## src/rtl/key_conditioner.sv

```systemverilog
// key_conditioner
//   Cleans up the raw TM1638 key bus before the game FSM and paddle logic
//   see it. Each key is synchronised, debounced on the game tick strobe and
//   turned into a stable level plus press, release and auto-repeat pulses.
//   A configurable multi-key chord is reported as a clean level and a single
//   press pulse.
//
// Ports
//   clock        in   system clock
//   reset        in   synchronous, active-high reset
//   tick         in   one-clock strobe that advances every counter
//   key_raw      in   [n_keys] asynchronous raw key levels, 1 = pressed
//   key_level    out  [n_keys] debounced stable level
//   key_press    out  [n_keys] one-clock pulse on a debounced 0->1 transition
//   key_release  out  [n_keys] one-clock pulse on a debounced 1->0 transition
//   key_repeat   out  [n_keys] one-clock auto-repeat pulse while held
//   chord_level  out  high while every key in chord_mask is at level 1
//   chord_press  out  one-clock pulse on the rise of chord_level
//
// Per-key repeat FSM state is held in rpt_state[] (st_idle / st_delay /
// st_repeat) so external checkers can bind to it directly.

module key_conditioner #(
  parameter int                n_keys              = 8,
  parameter int                debounce_ticks      = 3,
  parameter int                repeat_delay_ticks  = 40,
  parameter int                repeat_period_ticks = 8,
  parameter logic [n_keys-1:0] chord_mask          = 8'b0100_0010
) (
  input  logic              clock,
  input  logic              reset,
  input  logic              tick,
  input  logic [n_keys-1:0] key_raw,
  output logic [n_keys-1:0] key_level,
  output logic [n_keys-1:0] key_press,
  output logic [n_keys-1:0] key_release,
  output logic [n_keys-1:0] key_repeat,
  output logic              chord_level,
  output logic              chord_press
);

  localparam int db_w    = $clog2(debounce_ticks + 1);
  localparam int rpt_max = (repeat_delay_ticks > repeat_period_ticks) ?
                           repeat_delay_ticks : repeat_period_ticks;
  localparam int rpt_w   = $clog2(rpt_max + 1);

  // Terminal compare values: the action happens on the tick that would
  // bring the count up to the parameter value.
  localparam logic [db_w-1:0]  db_last     = db_w'(debounce_ticks - 1);
  localparam logic [rpt_w-1:0] delay_last  = rpt_w'(repeat_delay_ticks - 1);
  localparam logic [rpt_w-1:0] period_last = rpt_w'(repeat_period_ticks - 1);

  typedef enum logic [1:0] {
    st_idle   = 2'd0,
    st_delay  = 2'd1,
    st_repeat = 2'd2
  } rpt_state_t;

  // Synchroniser chain
  logic [n_keys-1:0] sync_1;
  logic [n_keys-1:0] sync_2;

  // Debounce
  logic [db_w-1:0]   db_cnt [n_keys];
  logic [n_keys-1:0] flip;
  logic [n_keys-1:0] rise;
  logic [n_keys-1:0] fall;

  // Repeat FSMs
  rpt_state_t        rpt_state   [n_keys];
  rpt_state_t        rpt_state_n [n_keys];
  logic [rpt_w-1:0]  rpt_cnt     [n_keys];
  logic [rpt_w-1:0]  rpt_cnt_n   [n_keys];
  logic [n_keys-1:0] repeat_n;

  logic chord_next;

  always_ff @(posedge clock) begin
    if (reset) begin
      sync_1 <= '0;
      sync_2 <= '0;
    end else begin
      sync_1 <= key_raw;
      sync_2 <= sync_1;
    end
  end

  // A level flip is only ever decided on a tick edge, so rise/fall (and the
  // press/release pulses derived from them) are naturally single-clock.
  always_comb begin
    flip = '0;
    rise = '0;
    fall = '0;
    for (int i = 0; i < n_keys; i++) begin
      flip[i] = tick && (sync_2[i] != key_level[i]) && (db_cnt[i] == db_last);
      rise[i] = flip[i] && !key_level[i];
      fall[i] = flip[i] &&  key_level[i];
    end
  end

  always_ff @(posedge clock) begin
    if (reset) begin
      key_level   <= '0;
      key_press   <= '0;
      key_release <= '0;
      for (int i = 0; i < n_keys; i++) db_cnt[i] <= '0;
    end else begin
      key_press   <= rise;
      key_release <= fall;
      for (int i = 0; i < n_keys; i++) begin
        if (tick) begin
          if (sync_2[i] == key_level[i]) begin
            db_cnt[i] <= '0;
          end else if (flip[i]) begin
            db_cnt[i]    <= '0;
            key_level[i] <= ~key_level[i];
          end else begin
            db_cnt[i] <= db_cnt[i] + 1'b1;
          end
        end
      end
    end
  end

  always_ff @(posedge clock) begin
    if (reset) begin
      key_repeat <= '0;
      for (int i = 0; i < n_keys; i++) begin
        rpt_state[i] <= st_idle;
        rpt_cnt[i]   <= '0;
      end
    end else begin
      key_repeat <= repeat_n;
      for (int i = 0; i < n_keys; i++) begin
        rpt_state[i] <= rpt_state_n[i];
        rpt_cnt[i]   <= rpt_cnt_n[i];
      end
    end
  end

  always_comb begin
    repeat_n = '0;
    for (int i = 0; i < n_keys; i++) begin
      rpt_state_n[i] = rpt_state[i];
      rpt_cnt_n[i]   = rpt_cnt[i];
      case (rpt_state[i])
        st_idle: begin
          if (rise[i]) begin
            rpt_state_n[i] = st_delay;
            rpt_cnt_n[i]   = '0;
          end
        end
        st_delay: begin
          if (tick) begin
            if (rpt_cnt[i] == delay_last) begin
              repeat_n[i]    = 1'b1;
              rpt_cnt_n[i]   = '0;
              rpt_state_n[i] = st_repeat;
            end else begin
              rpt_cnt_n[i] = rpt_cnt[i] + 1'b1;
            end
          end
        end
        st_repeat: begin
          if (tick) begin
            if (rpt_cnt[i] == period_last) begin
              repeat_n[i]  = 1'b1;
              rpt_cnt_n[i] = '0;
            end else begin
              rpt_cnt_n[i] = rpt_cnt[i] + 1'b1;
            end
          end
        end
        default: begin
          rpt_state_n[i] = st_idle;
          rpt_cnt_n[i]   = '0;
        end
      endcase
      // A debounced fall overrides anything else, including a repeat that
      // would have landed on the same tick.
      if (fall[i]) begin
        rpt_state_n[i] = st_idle;
        rpt_cnt_n[i]   = '0;
        repeat_n[i]    = 1'b0;
      end
    end
  end

  // Built from the registered key_level, so the chord lags it by one clock.
  // An empty mask would otherwise reduce to a constant 1.
  assign chord_next = (chord_mask != '0) && (&(key_level | ~chord_mask));

  always_ff @(posedge clock) begin
    if (reset) begin
      chord_level <= 1'b0;
      chord_press <= 1'b0;
    end else begin
      chord_level <= chord_next;
      chord_press <= chord_next && !chord_level;
    end
  end

endmodule
```

## config.mk

```make
export PLATFORM = sky130hd
export DESIGN_NAME = key_conditioner
export DESIGN_NICKNAME = d
export VERILOG_FILES = /design/src/rtl/key_conditioner.sv
export SDC_FILE = /design/constraint.sdc
export NUM_CORES = 1
export LEC_CHECK = 0
export ABC_AREA = 1
export CORE_AREA = 2 2 111 113
export DETAILED_ROUTE_END_ITERATION = 10
export DIE_AREA = 0 0 113 115
export GPL_ROUTABILITY_DRIVEN = 0
export PLACE_DENSITY_LB_ADDON = 0.12
export SYNTH_ARGS = -nofsm -noshare
export SYNTH_HDL_FRONTEND = slang
export SYNTH_SLANG_ARGS = --single-unit
export TNS_END_PERCENT = 30
```

## constraint.sdc

```tcl
create_clock -name clock -period 1.9 [get_ports clock]
set_input_delay 0.38 -clock clock [delete_from_list [all_inputs] [get_ports clock]]
set_output_delay 0.38 -clock clock [all_outputs]
set_load 0.03 [all_outputs]
```

; Word-level counts from Yosys, hierarchy flattened
; Memories as Yosys holds them, arrays and structs flattened.
; Cells that the tools add are included.
[totals]
register_bits = 50
latchBits = 0
mem_bits_rw = 80
rom_bits = 0
in_bits = 11
out_inout_bits = 34
elab_cells = 511
memories = 3
[op_classes]
addsub = 16
n_mul = 0
div_mod_pow = 0
order_cmp = 0
eq_ne = 56
shifts = 0
muxes = 291
n_bitwise = 56
n_reduce_logical = 67
[mem_list]
columns = name, words, width, rd, rd_ports_with_merged_regs, write_ports, line
row1 = rpt_cnt, 8, 6, 8, 0, 8, 72  ; logic [rpt_w-1:0] rpt_cnt [n_keys];
row2 = db_cnt, 8, 2, 8, 0, 8, 64  ; logic [db_w-1:0] db_cnt [n_keys];
row3 = rpt_state, 8, 2, 8, 0, 8, 70  ; rpt_state_t rpt_state [n_keys];
[ops]
columns = operator, count
row1 = 2-to-1 mux 6 bit, 56
row2 = 2-to-1 mux 1 bit, 147
row3 = case mux 6 bit (3 select lines), 8
row4 = 2-to-1 mux 2 bit, 64
row5 = adder 6 x 1 -> 6 bit (second input constant), 8
row6 = equality test 6 x 3 -> 1 bit (second input constant), 8
row7 = equality test 6 bit (second input constant), 8
row8 = case mux 2 bit (3 select lines), 8
row9 = bitwise OR 1 bit, 40
row10 = logical AND 1 bit, 33
row11 = equality test 2 bit (second input constant), 16
row12 = AND reduction 3 bit, 8
row13 = adder 2 x 1 -> 2 bit (second input constant), 8
row14 = equality test 2 x 1 -> 1 bit (second input constant), 8
row15 = zero test 2 bit, 8
row16 = NOT 1 bit, 16
row17 = case mux 1 bit (2 select lines), 8
row18 = OR reduction 2 bit, 8
row19 = zero test 1 bit, 9
row20 = equality test 1 bit, 8
row21 = != test 1 bit, 8
row22 = AND reduction 2 bit, 1

; Depth between registers and ports, before layout
; Gate-level depths: netlist of run 1.
[logic_depth]
ltp_word = 10
mapped_depth = 12
depth_no_buf = 12

; Worst setup path after synthesis of run 1
; No wires, ideal clock.
[synth_timing]
kind = input-to-reg
from = input reset
to = memory db_cnt[0][0] (netlist bit) (enable)
setup_time_ns = 0.372
t_arrival_ns = 1.184
required_time_ns = 1.528
setup_slack_ns = 0.344
path_stages = 3
path_buffers = 1
path_cell_list = buf_2 -> clkinv_1 -> nand2_1
[synth_rtl]
columns = item, line
row1 = from (decl), 31  ; input logic reset,
row2 = to (decl), 64

; Final worst setup path of run 1
[layout_timing]
from = register key_level[2]
to = output key_level[2]
[layout_rtl]
columns = item, line
row1 = from (decl), 34  ; output logic [n_keys-1:0] key_level,
row2 = "from (signal, indexed assignment)", 116  ; key_level[i] <= ~key_level[i];
; No word-level cell between the ends.

==> results.toml, run 1 <==
[run_status]
status = "complete, but fails checks"
violations = "design-rule violations"

[hold_path]
hold_path.startpoint = "sync_1[0]$_SDFF_PP0_"
min_path_cells = 2
hp-class = "register to register"
min_to = "sync_2[0]$_SDFF_PP0_"

[timing]
max_slew_margin_pct = 76.5
setup_violations = 0
maxSlewViolCount = 0
setup_slack_ns = 0.0443
skew_ns = 0.00577
hold_viol_final = 0
timing.fmax_ghz = 0.539
worst_slew_pin_slew_ns = 0.352
rsz0062_at_grt = "no"
min_period_over_period_pct = 97.7
fin_crit_ns = 1.86
hold_ws_ns = 0.400

[floorplanning]
rows = 40
die_h_microns = 115
initial_core_util_pct = 54.0
die-area_sq_um = 13000
io_pins = 45
coreArea_sq_um = 11800
die_x_microns = 113

[worst_setup_path]
endpoint_kind = "output port"
critPathBufInv = 1
cp_num_cells = 1
critPathArrivalTime_ns = 1.48
r2r-start = "rpt_state[0][4]$_SDFFE_PP0P_"
path_max_fanout = 3
r2r_end = "rpt_state[0][4]$_SDFFE_PP0P_"
crit_family = "buffers and inverters"
crit_type = "register to output port"
crit_path_top_delay_cell = "clkdlybuf4s50_1"
reg2reg_slack_ns = 0.17
r2r_cells = 10
cp.required_ns = 1.52
cp-start-kind = "register"
cp_cell_sequence = "clkdlybuf4s50_1"
max_stage_delay_ns = 0.69

[yosys]
ys.flop_type = "dfxtp_1"
postSynthCellCount = 865
netlist_area_sq_um = 6380
synth_top_cell_by_area = "dfxtp_1"
synth-seq-cells = 130
yosysWarnings = 0
synthMostInstantiatedCell = "nand2_1"
ys_types = 37
synth_top_area_share_pct = 35.8
syn_area_per_cell_sq_um = 7.37
synth_edf_count = 16
syn_nets = 916
synth.top_cells.by_count = "171 x nand2_1, 143 x nor2_1, 118 x inv_1"
ys_async_sr_fraction_pct = 0
synthTopCellsByArea = "dfxtp_1 36%, nand2_1 10%, nor2_1 8.4%, ha_1 7.8%, edfxtp_1 7.5%"
yosysSeqAreaShare_pct = 43.3

[drt]
wl_mm = 14.1
wl_per_cell_microns = 12.5
drt_pass1_iterations = 9
postRouteAntennaNets = 0
remaining_drc_errors = 2
vias = 5825
via_per_inst = 5.19
drtIter0Drc = 415

[global_route]
grt-ovfl-total = 0
antenna_found_initial = 0
grt_pass1_vias = 5566
grt_usage_pct = 22.4
grt_pass1_wl_mm = 23.8
grt_max_degree = 21

[run]
max_cap_viol_count = 0

[placed_design]
dp_slack_ns = -0.105
portBuffers = 44
placed_cells = 1091
place_hpwl_mm = 10.2

[cells_and_area]
area_growth_syn_to_layout_pct = 24.6
top_register = "rpt_cnt"
largest_reg_flops = 48
final_nets = 1014
reg.largest.list = "rpt_cnt: 48 flops, db_cnt: 16 flops, rpt_state: 16 flops"
drive_above_1_share_pct = 11.8
antenna_cells = 0
n_fill_cell = 950
instances_no_fill = 1123

[pwr]
irDropWorstVdd_mv = 0.778
leakage_nw = 3.45
power.density_nw_per_um2 = 1200
design_power_total_w = 0.00956

[clock_network]
clk_pin_slew_worst_paths_ns = 0.06
cts-htree-levels = 4
cts_buffers = 17
cts_buffer_depth = 2
clock-sinks = 130
tritoncts = "built"
worstSkewPairLatency_ns = 0.42
cts_setup_buffers = 0
cts_root_buffer = "clkbuf_16"
-- worst max path at each step --
stage / slack, ns / to / start
3_3_place_gp: -0.08 / rpt_cnt[0][11]$_SDFFE_PP0P_ / tick
3_5_place_dp: -0.11 / rpt_cnt[0][11]$_SDFFE_PP0P_ / tick
5_1_grt: 0.007 / key_level[2] / key_level[2]$_SDFFE_PP0P_
2_1_floorplan: 0.34 / db_cnt[0][0]$_SDFFCE_PN0P_ / reset
4_1_cts: 0.01 / key_level[1] / key_level[1]$_SDFFE_PP0P_
6_report: 0.04 / key_level[2] / key_level[2]$_SDFFE_PP0P_
-- power breakdown --
group	internal (W)	switching [W]	leakage (nW)
Sequential	0.00304	0.000190	1.10
Clock	0.00220	0.00124	0.313
Combinational	0.000988	0.00190	2.03
Total	0.00623	0.00333	3.45
-- layout by cell type, fill, tap and decap left out, drive strengths merged, types with 2 or more instances in the layout --
master         Yosys  final
a21boi             2      2
ha                40     40
clkinv             1      7
nand4             21     21
inv              130    131
nand3             68     68
dlygate4sd2        0      4
a31oi              3      3
nor2             147    147
or2                4      4
dfxtp            114    114
clkbuf             0     22
nand3b             3      3
buf                8     43
o21ai             44     44
xor2               6      6
nor3              11     11
bufinv             0      2
clkdlybuf4s50      0     39
edfxtp            16     16
nand2            183    183
o21a               2      2
xnor2              3      3
a21oi             55     55
-- cells by family after synthesis --
logic type	after synthesis	share of synthesized area (%)
AO/OA/AOI/OAI	107	9.01
XOR/XNOR	9	1.24
adder cells (fa/ha/maj)	40	7.85
buffers and inverters	139	8.65
flip-flops	130	43.3
AND/OR/NAND/NOR	440	29.9
-- final cells by class --
cell class | instances | area, sq um | area share (%)
sequential | 130 | 2760 | 34.8
tap | 147 | 184 | 2.31
clock inverter | 10 | 119 | 1.50
clock buffer | 22 | 517 | 6.50
inverter | 131 | 492 | 6.19
multi-input combinational | 596 | 3060 | 38.5
timing repair buffer | 87 | 811 | 10.2
-- worst min-delay path: cells and delay by family, from the launching register on --
kind,cells,cell delay (ns)
buffers and inverters,1,0.04
flip-flops,1,0.29
AND/OR/NAND/NOR,1,0.03
-- per-stage QoR --
stage	setup TNS (ns)	instance area, sq um	util (%)
4_1_cts	0	7940	67.3
6_report	0	7950	67.3
3_5_place_dp	-2.31	7310	61.9
3_3_place_gp	-0.546	7310	61.9
5_1_grt	0	7950	67.3
2_1_floorplan	0	6380	-
-- repair_timing --
item	4_1_cts	5_1_grt
gates resized for setup	4	1
pin swaps	0	0
hold buffers	0	0
endpoints found under the setup margin	4	1
-- layer usage --
layer  share of wire, %  global-route usage (%)
met1                 43                    25.8
met3                5.3                    6.17
met2                 49                    40.2
met5                  0                       0
met4                1.9                    7.56
Note: power is estimated with default switching activity, not from simulation.
==> inputs of run 2 (changes only) <==
==> constraint.sdc (replaced) <==
create_clock -name clock -period 2.05 [get_ports clock]
set_input_delay 0.41 -clock clock [delete_from_list [all_inputs] [get_ports clock]]
set_output_delay 0.41 -clock clock [all_outputs]
set_load 0.03 [all_outputs]
==> run 2 against run 1 <==
Net effect:
- the run still ends with design-rule violations left
- cell count fell by 1.4%
- non-clock buffer count fell by 16
- clock skew barely moved
- hold slack improved by 0.0023 ns
- cell area fell by 1.8%
- clock-buffer cell count fell by 2
- wire length fell by 4.1%
- critical path depth did not move
- critical endpoint is now key_level[7]
==> results.toml, run 2 (synthesis gave the netlist of run 1 again) <==
[cells_and_area]
final_cell_mix = "171 x nand2_1, 143 x nor2_1, 118 x inv_1"
n_fill_cell = 991
top_register = "rpt_cnt"
layout_commonest_cell = "nand2_1"
largest_reg_flops = 48
multiInputGateArea_sq_um = 3060
antenna_cells = 0
fin_area_sq_um = 7800
final-seq-area_sq_um = 2760
final_nets = 998
area_growth_syn_to_layout_pct = 22.4
instances_no_fill = 1107
drive_above_1_share_pct = 10.2
reg.largest.list = "rpt_cnt: 48 flops, db_cnt: 16 flops, rpt_state: 16 flops"

[worst_setup_path]
crit_family = "buffers and inverters"
crit_path_top_delay_cell = "clkdlybuf4s50_1"
cp.required_ns = 1.64
r2r_end = "rpt_state[0][4]$_SDFFE_PP0P_"
r2r-start = "rpt_state[0][4]$_SDFFE_PP0P_"
reg2reg_slack_ns = 0.37
path_max_fanout = 5
critPathBufInv = 1
max_stage_delay_ns = 0.73
r2r_cells = 10
cp-start-kind = "register"
cp_cell_sequence = "clkdlybuf4s50_1"
critPathArrivalTime_ns = 1.55
endpoint_kind = "output port"
crit_type = "register to output port"

[clock_network]
hold_buffers = 0
cts-htree-levels = 4
cts_buffer_depth = 2
cts_setup_buffers = 0
tritoncts = "built"
cts_resized = 0
clock-sinks = 130
clk_pin_slew_worst_paths_ns = 0.06
worstSkewPairLatency_ns = 0.42
cts_root_buffer = "clkbuf_16"
cts_buffers = 17

[global_route]
grt_pass1_vias = 5376
grt_max_degree = 30
grt_usage_pct = 21.9
antenna_found_initial = 0
grt_pass1_wl_mm = 23.3
grt-ovfl-total = 0

[drt]
wl_per_cell_microns = 12.2
drtIter0Drc = 387
wl_mm = 13.5
postRouteAntennaNets = 0
via_per_inst = 5.12
drt_pass1_iterations = 10
remaining_drc_errors = 2
vias = 5667

[hold_path]
hold_path.startpoint = "sync_1[1]$_SDFF_PP0_"
min_path_cells = 2
min_to = "sync_2[1]$_SDFF_PP0_"
hp-class = "register to register"

[timing]
setup_violations = 0
rsz0062_at_grt = "no"
fin_crit_ns = 1.96
timing.fmax_ghz = 0.509
skew_ns = 0.00556
maxSlewViolCount = 0
hold_ws_ns = 0.403
hold_viol_final = 0
max_slew_margin_pct = 71.9
min_period_over_period_pct = 95.7
worst_slew_pin_slew_ns = 0.419

[pwr]
irDropWorstVdd_mv = 0.710
combPwrFrac_pct = 29.5
power.density_nw_per_um2 = 1130
swShare_pct = 34.2
p_int_w = 0.00582
p_seq_share_pct = 33.8
p_sw_w = 0.00303
leakage_nw = 3.32
p_clk_share_pct = 36.7

[run_status]
violations = "design-rule violations"
status = "complete, but fails checks"

[floorplanning]
rows = 40
die-area_sq_um = 13000
die_x_microns = 113
initial_core_util_pct = 54.0
io_pins = 45
coreArea_sq_um = 11800
die_h_microns = 115

[placed_design]
place_hpwl_mm = 9.75
placed_cells = 1075
dpl_cell_area_sq_um = 7170
portBuffers = 44

[run]
max_cap_viol_count = 0
==> run 2: layout make-up <==
class / instances / share of cell area [%]
well taps: 147 / 2.36
flip-flops and latches: 130 / 35.4
inverters: 131 / 6.30
repair buffers: 71 / 8.56
clock buffers: 20 / 5.85
multi-input cells: 596 / 39.2
clock inverters: 12 / 2.29
==> run 2: worst max-delay path by stage <==
stage / from / endpoint / slack [ns] / depth (start not counted)
5_1_grt: key_level[7]$_SDFFE_PP0P_ / key_level[7] / 0.02 / 1
2_1_floorplan: reset / db_cnt[0][0]$_SDFFCE_PN0P_ / 0.46 / 3
3_5_place_dp: tick / rpt_cnt[0][11]$_SDFFE_PP0P_ / -0.0006 / 9
4_1_cts: key_level[7]$_SDFFE_PP0P_ / key_level[7] / 0.05 / 1
6_report: key_level[7]$_SDFFE_PP0P_ / key_level[7] / 0.09 / 1
3_3_place_gp: tick / rpt_cnt[0][11]$_SDFFE_PP0P_ / 0.04 / 9
==> run 2: power by group through the flow <==
stage          logic, W  registers, W  clock network [W]
2_1_floorplan   0.00197       0.00302                  0
3_3_place_gp    0.00248       0.00303                  0
3_5_place_dp    0.00256       0.00304                  0
4_1_cts         0.00260       0.00299            0.00330
5_1_grt         0.00297       0.00302            0.00339
6_report        0.00261       0.00299            0.00325
==> run 2: layer usage <==
layer  vias to the layer above  GRT usage (%)  routed length, microns
li1                       2945              -                       -
met1                      2582           26.3                    6200
met2                       118           37.6                    6480
met3                        22           5.96                     538
met4                         0           8.70                     257
met5                         -              0                       0
==> run 2: through the flow <==
step / setup slack (ns) / util [%] / total power [W] / setup TNS (ns)
finish: 0.0872 / 66.1 / 0.00885 / 0
global route: 0.0190 / 66.1 / 0.00938 / 0
CTS: 0.0541 / 66.1 / 0.00889 / 0
detailed placement: -0.000569 / 60.7 / 0.00561 / -0.000569
global placement: 0.0405 / 60.7 / 0.00551 / 0
floorplan: 0.464 / - / 0.00499 / 0
